[config.mk]
export PLATFORM = sky130hd
export DESIGN_NAME = mul_add_seq_flat
export DESIGN_NICKNAME = d
export VERILOG_FILES = /design/src/rtl/mul_add_seq_if.sv /design/src/rtl/mul_add_seq.sv /design/src/flat_wrapper.sv
export SDC_FILE = /design/constraint.sdc
export NUM_CORES = 1
export LEC_CHECK = 0
export ABC_CLOCK_PERIOD_IN_PS = 7900
export BUFFER_PORTS_ARGS = -buffer_cell sky130_fd_sc_hd__buf_2
export CAP_MARGIN = 20
export CELL_PAD_IN_SITES_DETAIL_PLACEMENT = 1
export CELL_PAD_IN_SITES_GLOBAL_PLACEMENT = 2
export CORE_MARGIN = 2
export CORE_UTILIZATION = 35
export DETAILED_ROUTE_END_ITERATION = 12
export HOLD_SLACK_MARGIN = 0.15
export PLACE_DENSITY_LB_ADDON = 0.1
export SETUP_SLACK_MARGIN = 0.4
export SLEW_MARGIN = 20
export SYNTH_ARGS = -nofsm -noshare
export SYNTH_HDL_FRONTEND = slang
export SYNTH_SLANG_ARGS = --single-unit
export TNS_END_PERCENT = 100
[constraint.sdc]
create_clock -name clk -period 7.9 [get_ports clk]
set_input_delay 1.58 -clock clk [delete_from_list [all_inputs] [get_ports clk]]
set_output_delay 1.58 -clock clk [all_outputs]
set_load 0.02 [all_outputs]
[src/rtl/mul_add_seq_if.sv]
// Request/response bundle for the sequential multiply-accumulate unit.
// Same start/valid handshake as the sequential divider.
interface mul_add_seq_if #(
    parameter int WIDTH = 32
);
    logic             start;
    logic [WIDTH-1:0] multiplicand;
    logic [WIDTH-1:0] multiplier;
    logic [WIDTH-1:0] addend;
    logic [WIDTH-1:0] result;
    logic             overflow;
    logic             valid;

    modport master (
        output start, multiplicand, multiplier, addend,
        input  result, overflow, valid
    );

    modport slave (
        input  start, multiplicand, multiplier, addend,
        output result, overflow, valid
    );
endinterface

[src/rtl/mul_add_seq.sv]
// Sequential shift-add multiply-accumulate: result = A*B + C (unsigned).
// One multiplier bit per clock, LSB first; a repeat of the last completed
// operand set can be answered from the held accumulator.
module mul_add_seq #(
    parameter int WIDTH    = 32,
    parameter bit CACHING  = 1'b1,
    parameter bit INIT_VLD = 1'b0
) (
    input  logic         clk,
    input  logic         rst,
    mul_add_seq_if.slave bus
);
    localparam int AW = 2 * WIDTH + 1;
    localparam int CW = (WIDTH > 1) ? $clog2(WIDTH) : 1;
    localparam logic [CW-1:0] CNT_LAST = CW'(WIDTH - 1);

    typedef enum logic [2:0] {
        S_IDLE,
        S_BUSY,
        S_HIT,
        S_FIN,
        S_DONE
    } state_t;

    state_t           state, nstate;
    logic [WIDTH-1:0] a_q, b_q, c_q;
    logic [AW-1:0]    acc;
    logic [AW-1:0]    sh_a;
    logic [CW-1:0]    cnt;
    logic             cache_vld;
    logic [WIDTH-1:0] result_q;
    logic             ovf_q;
    logic             valid_q;

    logic             accept;
    logic             hit;
    logic             match;
    logic             last;

    assign match = (bus.multiplicand == a_q) &&
                   (bus.multiplier   == b_q) &&
                   (bus.addend       == c_q);
    assign last  = (cnt == CNT_LAST);

    assign bus.result   = result_q;
    assign bus.overflow = ovf_q;
    assign bus.valid    = valid_q;

    // state register
    always_ff @(posedge clk or posedge rst) begin
        if (rst) state <= S_IDLE;
        else     state <= nstate;
    end

    // next state; start only counts in IDLE/DONE, a cache hit detours through HIT
    // so the reply still lands two edges after the accepting edge
    always_comb begin
        nstate = state;
        accept = 1'b0;
        hit    = 1'b0;
        case (state)
            S_IDLE, S_DONE: begin
                if (bus.start) begin
                    accept = 1'b1;
                    hit    = CACHING && cache_vld && match;
                    nstate = hit ? S_HIT : S_BUSY;
                end
            end
            S_BUSY:  if (last) nstate = S_FIN;
            S_HIT:   nstate = S_FIN;
            S_FIN:   nstate = S_DONE;
            default: nstate = S_IDLE;
        endcase
    end

    // operand latch; doubles as the cache tag, only trusted while cache_vld is set
    always_ff @(posedge clk) begin
        if (accept && !hit) begin
            a_q <= bus.multiplicand;
            b_q <= bus.multiplier;
            c_q <= bus.addend;
        end
    end

    // accumulator seeded with C, plus A shifted left once per consumed multiplier bit;
    // left untouched on a cache hit so FIN republishes the previous answer
    always_ff @(posedge clk) begin
        if (accept && !hit) begin
            acc  <= {{(AW - WIDTH){1'b0}}, bus.addend};
            sh_a <= {{(AW - WIDTH){1'b0}}, bus.multiplicand};
        end else if (state == S_BUSY) begin
            if (b_q[cnt]) acc <= acc + sh_a;
            sh_a <= sh_a << 1;
        end
    end

    // multiplier bit index
    always_ff @(posedge clk or posedge rst) begin
        if (rst)                  cnt <= '0;
        else if (accept)          cnt <= '0;
        else if (state == S_BUSY) cnt <= cnt + CW'(1);
    end

    // cache flag: set when a full op finishes, dropped when new operands are taken
    always_ff @(posedge clk or posedge rst) begin
        if (rst)                          cache_vld <= 1'b0;
        else if (state == S_BUSY && last) cache_vld <= 1'b1;
        else if (accept && !hit)          cache_vld <= 1'b0;
    end

    // published result; holds across BUSY, only valid drops on the accepting edge
    always_ff @(posedge clk or posedge rst) begin
        if (rst) begin
            result_q <= '0;
            ovf_q    <= 1'b0;
            valid_q  <= INIT_VLD;
        end else if (accept) begin
            valid_q  <= 1'b0;
        end else if (state == S_FIN) begin
            result_q <= acc[WIDTH-1:0];
            ovf_q    <= |acc[AW-1:WIDTH];
            valid_q  <= 1'b1;
        end
    end
endmodule

[src/flat_wrapper.sv]
// flat-port wrapper written by rule: the top's interface ports become plain ports
module mul_add_seq_flat 
#(
    parameter int WIDTH    = 32,
    parameter bit CACHING  = 1'b1,
    parameter bit INIT_VLD = 1'b0
)
  (clk, rst, bus_start, bus_multiplicand, bus_multiplier, bus_addend, bus_result, bus_overflow, bus_valid);
  mul_add_seq_if #(.WIDTH(WIDTH)) bus_i ();
  input  logic clk;
  input  logic rst;
  input wire logic [$bits(bus_i.start)-1:0] bus_start;
  input wire logic [$bits(bus_i.multiplicand)-1:0] bus_multiplicand;
  input wire logic [$bits(bus_i.multiplier)-1:0] bus_multiplier;
  input wire logic [$bits(bus_i.addend)-1:0] bus_addend;
  output wire logic [$bits(bus_i.result)-1:0] bus_result;
  output wire logic [$bits(bus_i.overflow)-1:0] bus_overflow;
  output wire logic [$bits(bus_i.valid)-1:0] bus_valid;
  assign bus_i.start = bus_start;
  assign bus_i.multiplicand = bus_multiplicand;
  assign bus_i.multiplier = bus_multiplier;
  assign bus_i.addend = bus_addend;
  assign bus_result = bus_i.result;
  assign bus_overflow = bus_i.overflow;
  assign bus_valid = bus_i.valid;
  mul_add_seq #(.WIDTH(WIDTH), .CACHING(CACHING), .INIT_VLD(INIT_VLD)) u_core (.clk(clk), .rst(rst), .bus(bus_i));
endmodule
Word-level counts from Yosys, hierarchy flattened. Cells that the tools add are included. W data, S select, Z words.

Register bits after elaboration: 269. Bits in latches: 0. RAM bits: 0. Bits in read-only memories: 0. Output and inout bits: 34. Word-level logic and storage cells: 66. Memories kept: 0.

$add $sub $neg: 2. $mul: 0. Divide/modulo/power cells: 0. Order comparisons: 1. Eq/ne operators: 10. Shift-type cells: 0. Mux-type cells: 21. Bitwise logic cells: 1. Reduce and logical (&&, ||, !) cells: 18.

Operator list (count): $mux W32 (5); $eq A32 B32 Y1 (3); $add A65 B65 Y65 (1); $reduce_or A33 Y1 (1); $pmux W3 S4 (1); $mux W5 (2); $reduce_bool A2 Y1 (5); $mux W1 (9); $reduce_and A2 Y1 (4); $eq A3 B2 Y1 const B (2); $lt A5 B6 Y1 const B (1); $mux W3 (2); $add A5 B1 Y5 const B (1); $bmux W1 S5 (1); $eq A5 B5 Y1 const B (1); $logic_and A1 B1 Y1 (5); $eq A3 B1 Y1 const B (1); $eq A3 B3 Y1 const B (1); $logic_not A3 Y1 (1); $mux W2 (1); $ne A2 B1 Y1 const B (1); $ne A2 B2 Y1 const B (1); $reduce_or A2 Y1 (1); $logic_not A1 Y1 (1); $not A1 Y1 (1).

Depth between registers and ports, before layout.
Depth in word-level cells: 10. Mapped depth: 13. Depth with buffers taken out: 13.

Worst setup path before layout. Ideal clock, no wire load.

Path kind: input port to flip-flop. Start point: input bus_addend[12]. End point: register u_core.sh_a[0], enable pin. Arrival time: 3954 ps. Required time: 7421 ps. Slack: 3467 ps. Cell stages on the path: 11. Buffers on the path: 2. Cell sequence: inv_1 -> a22o_1 -> a221o_1 -> nor4_1 -> nand4_1 -> nor4_2 -> nand4_2 -> nand2_2 -> buf_2 -> buf_2 -> nand2_1.

Longest elaborated chain between the ends: 8.

Ends and longest elaborated chain: from (decl) (RTL line flat_wrapper.sv:15) `input wire logic [$bits(bus_i.addend)-1:0] bus_addend;`; $eq A32 B32 Y1 (RTL line mul_add_seq.sv:42) `(bus.addend == c_q);`; $logic_and A1 B1 Y1 (RTL line mul_add_seq.sv:41) `(bus.multiplier == b_q) &&`; $logic_and A1 B1 Y1 (RTL line mul_add_seq.sv:65) `hit = CACHING && cache_vld && match;`; $mux W1 (RTL line mul_add_seq.sv:63) `if (bus.start) begin`; $mux W1 (RTL line mul_add_seq.sv:61) `case (state)`; $logic_not A1 Y1 (RTL line mul_add_seq.sv:88) `if (accept && !hit) begin`; $logic_and A1 B1 Y1 (RTL line mul_add_seq.sv:88); $reduce_bool A2 Y1 (no source line); to (signal assigned) (RTL line mul_add_seq.sv:90) `sh_a <= {{(AW - WIDTH){1'b0}}, bus.multiplicand};`; to (signal assigned) (RTL line mul_add_seq.sv:93) `sh_a <= sh_a << 1;`; to (decl) (RTL line mul_add_seq.sv:28) `logic [AW-1:0] sh_a;`.

No other way between the ends. A chain may end at the register's enable or synchronous reset.

Worst setup path in the final report.
Start point: input bus_addend[25]. End point: register u_core.acc[4], data pin.

Longest elaborated chain between the ends: 8.

Ends and longest elaborated chain: $eq A32 B32 Y1 (RTL line mul_add_seq.sv:42); $logic_and A1 B1 Y1 (RTL line mul_add_seq.sv:41); $logic_and A1 B1 Y1 (RTL line mul_add_seq.sv:65); $mux W1 (RTL line mul_add_seq.sv:63); $mux W1 (RTL line mul_add_seq.sv:61); $logic_not A1 Y1 (RTL line mul_add_seq.sv:88); $logic_and A1 B1 Y1 (RTL line mul_add_seq.sv:88); $mux W32 (RTL line mul_add_seq.sv:88); to (signal assigned) (RTL line mul_add_seq.sv:89) `acc <= {{(AW - WIDTH){1'b0}}, bus.addend};`; to (signal assigned) (RTL line mul_add_seq.sv:92) `if (b_q[cnt]) acc <= acc + sh_a;`; to (decl) (RTL line mul_add_seq.sv:27) `logic [AW-1:0] acc;`.

No other way between the ends.

==> out/qor.txt <==
Dpl hpwl = 35500 um
Avg WL per Cell = 22.5 um
Compound-gate portion of the synthesized area = 15.6%
Tmin final = 5.01 ns
FF+latch count, synth = 269
Cells after Synth = 1462
Mapped Nets = 1628
Met1 GRT Util = 33.6%
Worst-margin pin slew = 1.06 ns
H-tree Lvls = 2
Vias = 11500
Post-CTS repair timing setup buffer count = 0
Num rows = 74
Initial antenna violation count = 2
WL final = 48100 um
Port bufs = 132
Layout net count = 1742
Total Routing Usage GR = 22.1%
Pwr dens = 466 mW/mm2
Comb power frac = 48.0%
Synth Area in Adders = 5.82%
First-pass DRT Iterations = 5
DRC viols = 0
RSZ-0062 raised after global routing = no
Xor and xnor fraction of the mapped netlist area = 6.93%
Maxcap violations = 0
Clock-pin slew on the worst setup and hold paths = 0.06 ns
Die height = 208 um
CTS root buffer = clkbuf_16
Final setup TNS = 0 ns
Clock buffer count from CTS = 34
Relative slew margins = 29.2%
Sequential Power Share = 32.8%
Seq/Total Area, Yosys = 49.6%
Leakage = 6.98 nW
Vias in the first global route = 11800
Slew Viols, Final = 0
DR vias/cell = 5.40
Total die area = 0.0432 mm2
Syn_area_per_cell = 9.94 um2
Multi-input gate area = 0.00685 mm2
WP data arrival = 5.28 ns
Largest net degree at the start of global routing = 146
Worst setup EP type = flop
Crit Path Max Fanout = 145
Fmax = 200 MHz
Grt total ovfl = 0
Hold Buf Count CTS = 0
Peak VDD IR = 0.000209 V
GPL Wtd Cong = 0.817
Post-route ant nets = 0
Predominant post-synthesis flop cell = edfxtp_1
Max Root-Sink Buffers = 3
Setup violations, final = 0
Setup crit start kind = input port
Most frequent cells in the layout = nand2_1 (247), edfxtp_1 (160), a21oi_1 (140), buf_2 (132), nor2_1 (90)
P&R area growth vs syn = 15.0%
CTS sink cnt = 269
CTS tree = built
Starting Density = 35.5%
Sequential cell area = 0.00720 mm2
GR met2 Demand/Resource = 32.4%
Hold Crit Class = reg -> reg
Slack of the critical path = 2.89 ns
Crit path required time = 8.18 ns
Status = finished clean
Internal power = 0.00438 W
Largest family of logic cells by synthesized area = compound AO/OA/AOI/OAI gates
Skew final = 0.0331 ns
Final hold violation count = 0
Die Wd = 208 um
Mux cell area share after synthesis = 4.13%
Tcrit/Tclk final = 63.4%
IO Count = 133
Core ar. = 0.0409 mm2
FFs w/ async S/R, synth = 16.0%
Met3 Resource Use GR = 3.37%
First-pass GRT wire length = 73100 um
Pre-CTS setup slack = 2.53 ns
DRT iter0 DRCs = 708
Crit path kind = in -> reg
Post-synth EDFFs = 160
Most Crowded Layer GR = met1
Worst skew pair latency = 0.57 ns
Most common cell after layout, fill and taps aside = nand2_1
Distinct cell type count after synthesis = 77
Post-Synth Simple-Gate Area = 14.6%
Synth Warn # = 0
Worst hold margin = 0.468 ns
Layout cells sized above 1 = 15.0%
# fillers = 4655
Syn Std Cell Area = 0.0145 mm2
Net Sw Frac = 43.7%
Clock share of power = 19.2%
Switching power = 0.00340 W
Post-cts sizing count = 0
Total Power = 0.00778 W
-- cell families (layout without fill, tap and decap cells) --
family,Yosys count,count (layout)
buffers and inverters,121,260
AO/OA/AOI/OAI,364,364
other,0,1
AND/OR/NAND/NOR,475,475
multiplexers,51,51
XOR/XNOR,115,115
flip-flops,269,269
adder cells (fa/ha/maj),67,67
-- power groups by stage --
stage	sequential [W]	combinational, W	clock [W]
3_5_place_dp	0.00257	0.00372	0
3_3_place_gp	0.00257	0.00368	0
2_1_floorplan	0.00242	0.00273	0
4_1_cts	0.00255	0.00375	0.00153
5_1_grt	0.00261	0.00420	0.00157
6_report	0.00255	0.00373	0.00149
-- layer usage --
layer  wire length [um]  share of wire [%]
met1              24600                 51
met2              20300                 42
met3               2120                4.4
met4               1010                2.1
met5                 13              0.027
-- synthesized netlist by cell type (all sizes together) (3+ instances only) --
library cell | instances | area share, %
a211oi | 12 | 0.62
a21boi | 4 | 0.23
a21o | 29 | 1.5
a21oi | 141 | 4.9
a221o | 7 | 0.48
a221oi | 8 | 0.48
a22o | 3 | 0.18
a31oi | 11 | 0.47
a32oi | 3 | 0.18
and2 | 4 | 0.18
and3 | 6 | 0.26
buf | 30 | 1.1
clkbuf | 31 | 0.81
dfrtp | 43 | 7.4
dfxtp | 66 | 9.1
edfxtp | 160 | 33
ha | 66 | 5.7
inv | 60 | 1.5
mux2 | 32 | 2.5
mux2i | 15 | 1.0
mux4 | 4 | 0.62
nand2 | 250 | 6.5
nand2b | 9 | 0.39
nand3 | 18 | 0.62
nand4 | 31 | 1.4
nor2 | 91 | 2.4
nor2b | 6 | 0.26
nor3 | 20 | 0.72
nor3b | 6 | 0.31
nor4 | 20 | 0.90
o211ai | 3 | 0.19
o21a | 8 | 0.41
o21ai | 80 | 2.9
o21bai | 12 | 0.62
o221ai | 9 | 0.59
o22ai | 16 | 0.69
or3 | 7 | 0.30
xnor2 | 61 | 3.7
xor2 | 54 | 3.3
-- through the flow --
step           std cells  utilization [%]  cell area [um2]
2_1_floorplan       1462                -            14500
3_3_place_gp        2072             38.3            15700
3_5_place_dp        2072             38.3            15700
4_1_cts             2133             40.8            16700
5_1_grt             2134             40.8            16700
6_report            2134             40.8            16700
-- state kept, by name, summed over array words and instances (netlist names) --
| register | flops |
|---|---|
| u_core.a_q | 32 |
| u_core.bus.overflow | 1 |
| u_core.acc | 65 |
| u_core.cache_vld | 1 |
| u_core.b_q | 32 |
| u_core.bus.result | 32 |
| u_core.sh_a | 65 |
| u_core.cnt | 5 |
| u_core.c_q | 32 |
| u_core.state | 3 |
| u_core.bus.valid | 1 |
-- cell type report --
cell class,instances,share of cell area (%)
inverter,60,1.41
antenna,1,0.0150
timing repair buffer,139,4.34
multi-input combinational,1072,41.0
clock buffer,48,5.40
sequential,269,43.1
tap,532,3.98
clock inverter,13,0.779
-- critical path, cell delays in order --
cell      delay (ns)
buf_2           0.14
xnor2_1         0.14
o221ai_1        0.21
nor4_1          0.57
nand4_1         0.18
nor4_2          0.34
nand4_2         0.20
nand2_4         0.59
inv_8           0.26
buf_12          0.33
nand2_1         0.34
o31ai_1         0.11
-- path summary, 6_finish.rpt --
| kind | start | end | slack [ns] | cells past startpoint |
|---|---|---|---|---|
| hold reg to reg | u_core.sh_a[50]$_SDFFE_PP0P_ | u_core.sh_a[51]$_SDFFE_PP0P_ | 0.47 | 2 |
| hold / removal | u_core.sh_a[50]$_SDFFE_PP0P_ | u_core.sh_a[51]$_SDFFE_PP0P_ | 0.47 | 2 |
| max in group asynchronous | rst | u_core.cnt[1]$_DFFE_PP0P_ | 6.28 | 2 |
| setup / recovery | bus_addend[25] | u_core.acc[4]$_DFFE_PP_ | 2.89 | 12 |
| setup reg to reg | u_core.cnt[0]$_DFFE_PP0P_ | u_core.acc[10]$_DFFE_PP_ | 3.48 | 10 |
| min in group asynchronous | rst | u_core.bus.result[25]$_DFFE_PP0P_ | 1.11 | 2 |
No activity file was read; power rests on OpenSTA's default activity.
